==> config.mk <==
export PLATFORM = sky130hd
export DESIGN_NAME = cpu_state_sequencer
export DESIGN_NICKNAME = d
export VERILOG_FILES = /design/src/rtl/cpu_state_sequencer.sv
export SDC_FILE = /design/constraint.sdc
export NUM_CORES = 1
export LEC_CHECK = 0
export ABC_AREA = 1
export BUFFER_PORTS_ARGS = -buffer_cell sky130_fd_sc_hd__buf_2
export CORE_MARGIN = 4
export CORE_UTILIZATION = 59
export CTS_BUF_LIST = sky130_fd_sc_hd__clkbuf_8
export CTS_CLUSTER_DIAMETER = 120
export DETAILED_ROUTE_END_ITERATION = 10
export PLACE_DENSITY_LB_ADDON = 0.3
export SYNTH_ARGS = -nofsm -noshare
export SYNTH_HDL_FRONTEND = slang
export SYNTH_SLANG_ARGS = --single-unit
==> constraint.sdc <==
create_clock -name clk -period 6.9 [get_ports clk]
set_clock_uncertainty 0.1 [all_clocks]
set_input_delay 0.69 -clock clk [delete_from_list [all_inputs] [get_ports clk]]
set_output_delay 0.69 -clock clk [all_outputs]
set_load 0.01 [all_outputs]
==> src/rtl/cpu_state_sequencer.sv <==
// One-hot control-state sequencer for the complex CPU.
// Drives fetch/decode/execute states, retires instructions, traps on faults.
module cpu_state_sequencer #(
  parameter int STATE_W     = 40,
  parameter int MEM_TIMEOUT = 255,
  parameter int RET_W       = 32
) (
  input  logic               clk,
  input  logic               rst,
  input  logic [3:0]         opcode,
  input  logic               mem_ready,
  input  logic               zero_flag,
  output logic [STATE_W-1:0] state,
  output logic               last_cycle,
  output logic [RET_W-1:0]   retired,
  output logic               halted,
  output logic               fault,
  output logic               branch_taken
);

  localparam int S_FETCH1 = 0;
  localparam int S_FETCH2 = 1;
  localparam int S_FETCH3 = 2;
  localparam int S_DECODE = 3;
  localparam int S_LDR1   = 4;
  localparam int S_LDR2   = 5;
  localparam int S_LDR3   = 6;
  localparam int S_STR1   = 7;
  localparam int S_STR2   = 8;
  localparam int S_MOV1   = 10;
  localparam int S_BRA1   = 11;
  localparam int S_BEQ1   = 12;
  localparam int S_ADD1   = 26;
  localparam int S_ADD2   = 27;
  localparam int S_SUB1   = 28;
  localparam int S_SUB2   = 29;
  localparam int S_MUL1   = 30;
  localparam int S_MUL2   = 31;
  localparam int S_LSR1   = 32;
  localparam int S_LSR2   = 33;
  localparam int S_AND1   = 34;
  localparam int S_AND2   = 35;
  localparam int S_OR1    = 36;
  localparam int S_OR2    = 37;
  localparam int S_FAULT  = 38;
  localparam int S_HALT   = 39;

  localparam logic [15:0] TO_LIM = 16'(MEM_TIMEOUT);

  logic [STATE_W-1:0] r_state;
  logic [STATE_W-1:0] w_next;
  logic [STATE_W-1:0] w_dispatch;
  logic [STATE_W-1:0] w_state_m1;
  logic               w_onehot;
  logic [15:0]        r_to_cnt;
  logic               w_timeout;
  logic               w_in_wait;
  logic               w_enter_wait;
  logic [RET_W-1:0]   r_retired;
  logic               r_branch;

  assign state        = r_state;
  assign retired      = r_retired;
  assign branch_taken = r_branch;

  assign w_state_m1 = r_state - STATE_W'(1);
  assign w_onehot   = (|r_state) & ~(|(r_state & w_state_m1));
  assign w_timeout  = (r_to_cnt >= TO_LIM);

  always_ff @(posedge clk or posedge rst) begin
    if (rst) begin
      r_state <= STATE_W'(1);
    end else begin
      r_state <= w_next;
    end
  end

  always_comb begin
    w_dispatch = '0;
    case (opcode)
      4'h0:    w_dispatch[S_FETCH1] = 1'b1;
      4'h1:    w_dispatch[S_LDR1]   = 1'b1;
      4'h2:    w_dispatch[S_STR1]   = 1'b1;
      4'h3:    w_dispatch[S_MOV1]   = 1'b1;
      4'h4:    w_dispatch[S_BRA1]   = 1'b1;
      4'h5:    w_dispatch[S_BEQ1]   = 1'b1;
      4'h6:    w_dispatch[S_ADD1]   = 1'b1;
      4'h7:    w_dispatch[S_SUB1]   = 1'b1;
      4'h8:    w_dispatch[S_MUL1]   = 1'b1;
      4'h9:    w_dispatch[S_LSR1]   = 1'b1;
      4'hA:    w_dispatch[S_AND1]   = 1'b1;
      4'hB:    w_dispatch[S_OR1]    = 1'b1;
      4'hC:    w_dispatch[S_HALT]   = 1'b1;
      default: w_dispatch[S_FAULT]  = 1'b1;
    endcase
  end

  // Corrupted (non-one-hot) or unused-bit states fall into FAULT.
  always_comb begin
    w_next = '0;
    if (!w_onehot) begin
      w_next[S_FAULT] = 1'b1;
    end else begin
      unique case (1'b1)
        r_state[S_FETCH1]: w_next[S_FETCH2] = 1'b1;
        r_state[S_FETCH2]: begin
          if (mem_ready)      w_next[S_FETCH3] = 1'b1;
          else if (w_timeout) w_next[S_FAULT]  = 1'b1;
          else                w_next[S_FETCH2] = 1'b1;
        end
        r_state[S_FETCH3]: w_next[S_DECODE] = 1'b1;
        r_state[S_DECODE]: w_next = w_dispatch;
        r_state[S_LDR1]:   w_next[S_LDR2] = 1'b1;
        r_state[S_LDR2]: begin
          if (mem_ready)      w_next[S_LDR3]  = 1'b1;
          else if (w_timeout) w_next[S_FAULT] = 1'b1;
          else                w_next[S_LDR2]  = 1'b1;
        end
        r_state[S_LDR3]:   w_next[S_FETCH1] = 1'b1;
        r_state[S_STR1]:   w_next[S_STR2] = 1'b1;
        r_state[S_STR2]: begin
          if (mem_ready)      w_next[S_FETCH1] = 1'b1;
          else if (w_timeout) w_next[S_FAULT]  = 1'b1;
          else                w_next[S_STR2]   = 1'b1;
        end
        r_state[S_MOV1]:   w_next[S_FETCH1] = 1'b1;
        r_state[S_BRA1]:   w_next[S_FETCH1] = 1'b1;
        r_state[S_BEQ1]:   w_next[S_FETCH1] = 1'b1;
        r_state[S_ADD1]:   w_next[S_ADD2] = 1'b1;
        r_state[S_SUB1]:   w_next[S_SUB2] = 1'b1;
        r_state[S_MUL1]:   w_next[S_MUL2] = 1'b1;
        r_state[S_LSR1]:   w_next[S_LSR2] = 1'b1;
        r_state[S_AND1]:   w_next[S_AND2] = 1'b1;
        r_state[S_OR1]:    w_next[S_OR2]  = 1'b1;
        r_state[S_ADD2]:   w_next[S_FETCH1] = 1'b1;
        r_state[S_SUB2]:   w_next[S_FETCH1] = 1'b1;
        r_state[S_MUL2]:   w_next[S_FETCH1] = 1'b1;
        r_state[S_LSR2]:   w_next[S_FETCH1] = 1'b1;
        r_state[S_AND2]:   w_next[S_FETCH1] = 1'b1;
        r_state[S_OR2]:    w_next[S_FETCH1] = 1'b1;
        r_state[S_HALT]:   w_next[S_HALT]   = 1'b1;
        r_state[S_FAULT]:  w_next[S_FAULT]  = 1'b1;
        default:           w_next[S_FAULT]  = 1'b1;
      endcase
    end
  end

  always_comb begin
    last_cycle = 1'b0;
    halted     = 1'b0;
    fault      = 1'b0;
    if (w_onehot) begin
      halted     = r_state[S_HALT];
      fault      = r_state[S_FAULT];
      last_cycle = (r_state[S_DECODE] && opcode == 4'h0)
                 | r_state[S_LDR3]
                 | (r_state[S_STR2] && mem_ready)
                 | r_state[S_MOV1] | r_state[S_BRA1]
                 | r_state[S_BEQ1]
                 | r_state[S_ADD2] | r_state[S_SUB2]
                 | r_state[S_MUL2] | r_state[S_LSR2]
                 | r_state[S_AND2] | r_state[S_OR2];
    end
  end

  assign w_in_wait = r_state[S_FETCH2] | r_state[S_LDR2]
                   | r_state[S_STR2];
  assign w_enter_wait = (w_next[S_FETCH2] & ~r_state[S_FETCH2])
                      | (w_next[S_LDR2]   & ~r_state[S_LDR2])
                      | (w_next[S_STR2]   & ~r_state[S_STR2]);

  // Counter saturates so a very long stall cannot wrap past the limit.
  always_ff @(posedge clk or posedge rst) begin
    if (rst) begin
      r_to_cnt <= '0;
    end else if (w_enter_wait) begin
      r_to_cnt <= '0;
    end else if (w_in_wait && !mem_ready && r_to_cnt != '1) begin
      r_to_cnt <= r_to_cnt + 16'd1;
    end
  end

  always_ff @(posedge clk or posedge rst) begin
    if (rst) begin
      r_retired <= '0;
    end else if (last_cycle && w_next[S_FETCH1]) begin
      r_retired <= r_retired + RET_W'(1);
    end
  end

  always_ff @(posedge clk or posedge rst) begin
    if (rst) begin
      r_branch <= 1'b0;
    end else begin
      r_branch <= w_onehot &
                  (r_state[S_BRA1] | (r_state[S_BEQ1] & zero_flag));
    end
  end

endmodule
==> results.py <==
metrics = {
    "run_status": {
        "outcome": "finished clean",
    },
    "grt": {
        "grt_start_max_net_pins": 76,
        "overflow": 0,
        "vias_in_the_first_global_route": 4066,
        "antenna_found_initial": 0,
        "track_usage_pct": 26.80,
        "global_route_wire_length_before_repair_um": 19180,
    },
    "routing": {
        "vias": 4508,
        "via_per_inst": 5.425,
        "initialDrtViolationCount": 295,
        "route.detailed.drc": 0,
        "firstDrtPassIters": 6,
        "route.detailed.wl_per_inst_um": 14.49,
        "antenna_violating_nets_post_route": 0,
        "routed_wl_um": 12040,
    },
    "synthesis": {
        "leading_post_synthesis_cells_by_cell_area": "dfrtp_1, nand2_1, nor2_1",
        "netlist_top_cells_count": "nand2_1, nor2_1, inv_1",
        "ys_dominant_reg_cell": "dfrtp_1",
        "number_of_register_bits_inferred_by_synthesis": 75,
        "ys_async_sr_fraction_pct": 100.0,
        "yosysTopAreaCellShare_pct": 40.05,
        "synth.largest_area_cell": "dfrtp_1",
        "count_of_distinct_cell_types_in_the_synthesized_netlist": 36,
        "yosysWarningCount": 0,
        "synthCells": 655,
        "mean_instance_size_in_the_synthesized_netlist_sq_um": 7.058,
        "synthMostInstantiatedCell": "nand2_1",
        "syn_area_sq_um": 4623,
        "synth.yosys.seq_area_share_pct": 40.62,
        "synth_edf_count": 0,
    },
    "clocking": {
        "post_cts_resize_count": 0,
        "num_clock_sinks": 75,
        "cts-root-to-sink-buffers": 2,
        "hold_buffers": 0,
        "h-tree-depth": 3,
        "post_cts_buffers": 0,
        "worst_setup_hold_path_clk_slew_ns": 0.08,
        "cts-buffers-inserted": 9,
        "cts_tree": "done",
        "cts-root-buf": "clkbuf_8",
        "clock_latency_ns": 0.35,
    },
    "die": {
        "die_h_um": 96.52,
        "initial_core_util_pct": 60.14,
        "die_outline_width_um": 96.52,
        "std_cell_rows": 32,
        "die_area_sq_um": 9316,
        "floorplan.core_area_sq_um": 7687,
        "ios": 84,
    },
    "pwr": {
        "p_clk_share_pct": 47.4,
        "power.ir.vdd_worst_mv": 0.1501,
        "combPwrFrac_pct": 2.1,
        "power_density_nw_per_um2": 167.1,
        "netSwitchingFraction_pct": 20.81,
        "seq_power_share_pct": 50.5,
        "power.net_switching_uw": 181.3,
        "total_leakage_power_nw": 2.888,
        "internal-power_uw": 690.0,
        "power.total_uw": 871.3,
    },
    "run": {
        "maxCapViolations": 0,
    },
    "finish": {
        "finish.net_count": 735,
        "multi_input_area_sq_um": 2327,
        "nFillCells": 703,
        "sequential_cell_area_sq_um": 1878,
        "finalNonFillerCells": 831,
        "layout-area-overhead-vs-synth_pct": 12.80,
        "final_area_sq_um": 5215,
        "insertedDiodeCount": 0,
        "post_route_cells_drive_above_1_share_pct": 13.72,
    },
    "placed_design": {
        "port_buffers": 69,
        "dpl-instance-area_sq_um": 4975,
        "place_hpwl_um": 9110,
        "place_congestion": 0.9377,
        "dpl.cell_count": 816,
    },
    "setup_path": {
        "cpLargestDelayFamily": "simple AND/OR/NAND/NOR gates",
        "crit_fanout": 21,
        "timing.critical_path.to_type": "output pin",
        "crit_buf_inv": 2,
        "max_stage_delay_ns": 0.45,
        "critical_path.cell_chain": "nor2_1 -> nand2_1 -> inv_1 -> nand2_1 -> o21ai_1 -> nand2_1 -> nor2_1 -> nand2_1 -> nor2_2 -> nand2_1 -> nor2_1 -> buf_2",
        "critical_path_s_slowest_cell": "nand2_1",
        "cp_data_required_time_ns": 6.11,
        "arrival_ns": 2.84,
        "criticalPathCategory": "flop to output pin",
        "critPathLaunchType": "flop",
        "cpMostUsedCell": "nand2_1",
    },
    "sta": {
        "min_period_over_period_pct": 52.56,
        "tightest_slew_margin_relative_to_the_limit_pct": 20.61,
        "maxSlewViolCount": 0,
        "worstMarginPinSlew_ns": 1.191,
        "final-setup-viol-count": 0,
        "totalNegativeSetupSlack_ns": 0,
        "rsz0062_at_grt": "false",
        "finalCriticalPeriod_ns": 3.626,
        "final.hold.worst_slack_ns": 0.4117,
        "achievable_clock_frequency_mhz": 275.8,
        "hold_viol_final": 0,
    },
    "min_path": {
        "hp-class": "flop to flop",
    },
}
-- state kept, by name, summed over array words and instances, names as in the netlist --
register / count
retired: 32
state: 26
branch_taken: 1
r_to_cnt: 16
-- power groups by stage --
stage / combinational, mW / clock (mW) / sequential [mW]
2_1_floorplan: 0.0183 / 0 / 0.448
3_5_place_dp: 0.0188 / 0 / 0.448
6_report: 0.0184 / 0.413 / 0.440
5_1_grt: 0.0216 / 0.439 / 0.440
3_3_place_gp: 0.0183 / 0 / 0.448
4_1_cts: 0.0189 / 0.419 / 0.440
-- final timing paths --
path	from	end	cells after the start	slack (ns)
max	state[26]	halted	12	3.27
min	retired[2]	retired[2]	2	0.41
max reg2reg	state[10]	retired[13]	11	3.83
min reg2reg	retired[2]	retired[2]	2	0.41
max in group asynchronous	rst	state[33]	3	5.59
min in group asynchronous	rst	retired[12]	3	0.51
-- cells in the final DEF, fill, tap and decap left out, drive strengths merged, types with 2 or more instances in the layout --
cell type	synthesis	final
a21oi	8	8
and3	5	5
buf	22	70
bufinv	0	3
clkbuf	2	10
conb	1	14
dfrtp	74	74
ha	2	2
inv	77	78
nand2	188	188
nand3	31	31
nand3b	5	5
nand4	14	14
nor2	114	114
nor3	32	32
nor4	11	11
o21ai	23	23
o22ai	2	2
or2	2	2
xnor2	8	8
xor2	27	27
-- tightest hold or removal path, stage by stage (launching register included) --
cell and delay [ns]:
dfrtp_1 0.36, o21ai_1 0.07, nand2_1 0.05
-- metrics by stage --
stage	util [%]	setup slack, ns
after global placement	64.71	3.758
after floorplan	-	4.202
after detailed placement	64.71	3.687
after CTS	67.84	3.284
final	67.84	3.274
after global routing	67.84	2.927
-- metal layers --
metal	vias up	global-route usage [%]	wire, um
li1	2187	-	-
met1	2097	38.57	5420
met2	198	39.71	5409
met3	26	5.809	996
met4	0	9.813	217
met5	-	0	0
-- layout make-up --
class | instances | area share [%]
clock buffers | 10 | 2.639
clock inverters | 5 | 1.967
inverters | 77 | 5.542
multi-input cells | 492 | 44.63
flip-flops and latches | 75 | 36.01
well taps | 102 | 2.447
repair buffers | 70 | 6.766
-- cell families after synthesis --
family | Yosys count | share of synthesized area (%)
and+or+nand+nor | 404 | 37.59
buffers and inverters | 101 | 10.09
DFF | 75 | 40.62
AOI/OAI and AO/OA | 37 | 4.438
xor gates and xnor gates | 35 | 6.631
adders and majority gates | 2 | 0.5412
other | 1 | 0.08111
Power figures use the tool's default switching activity.
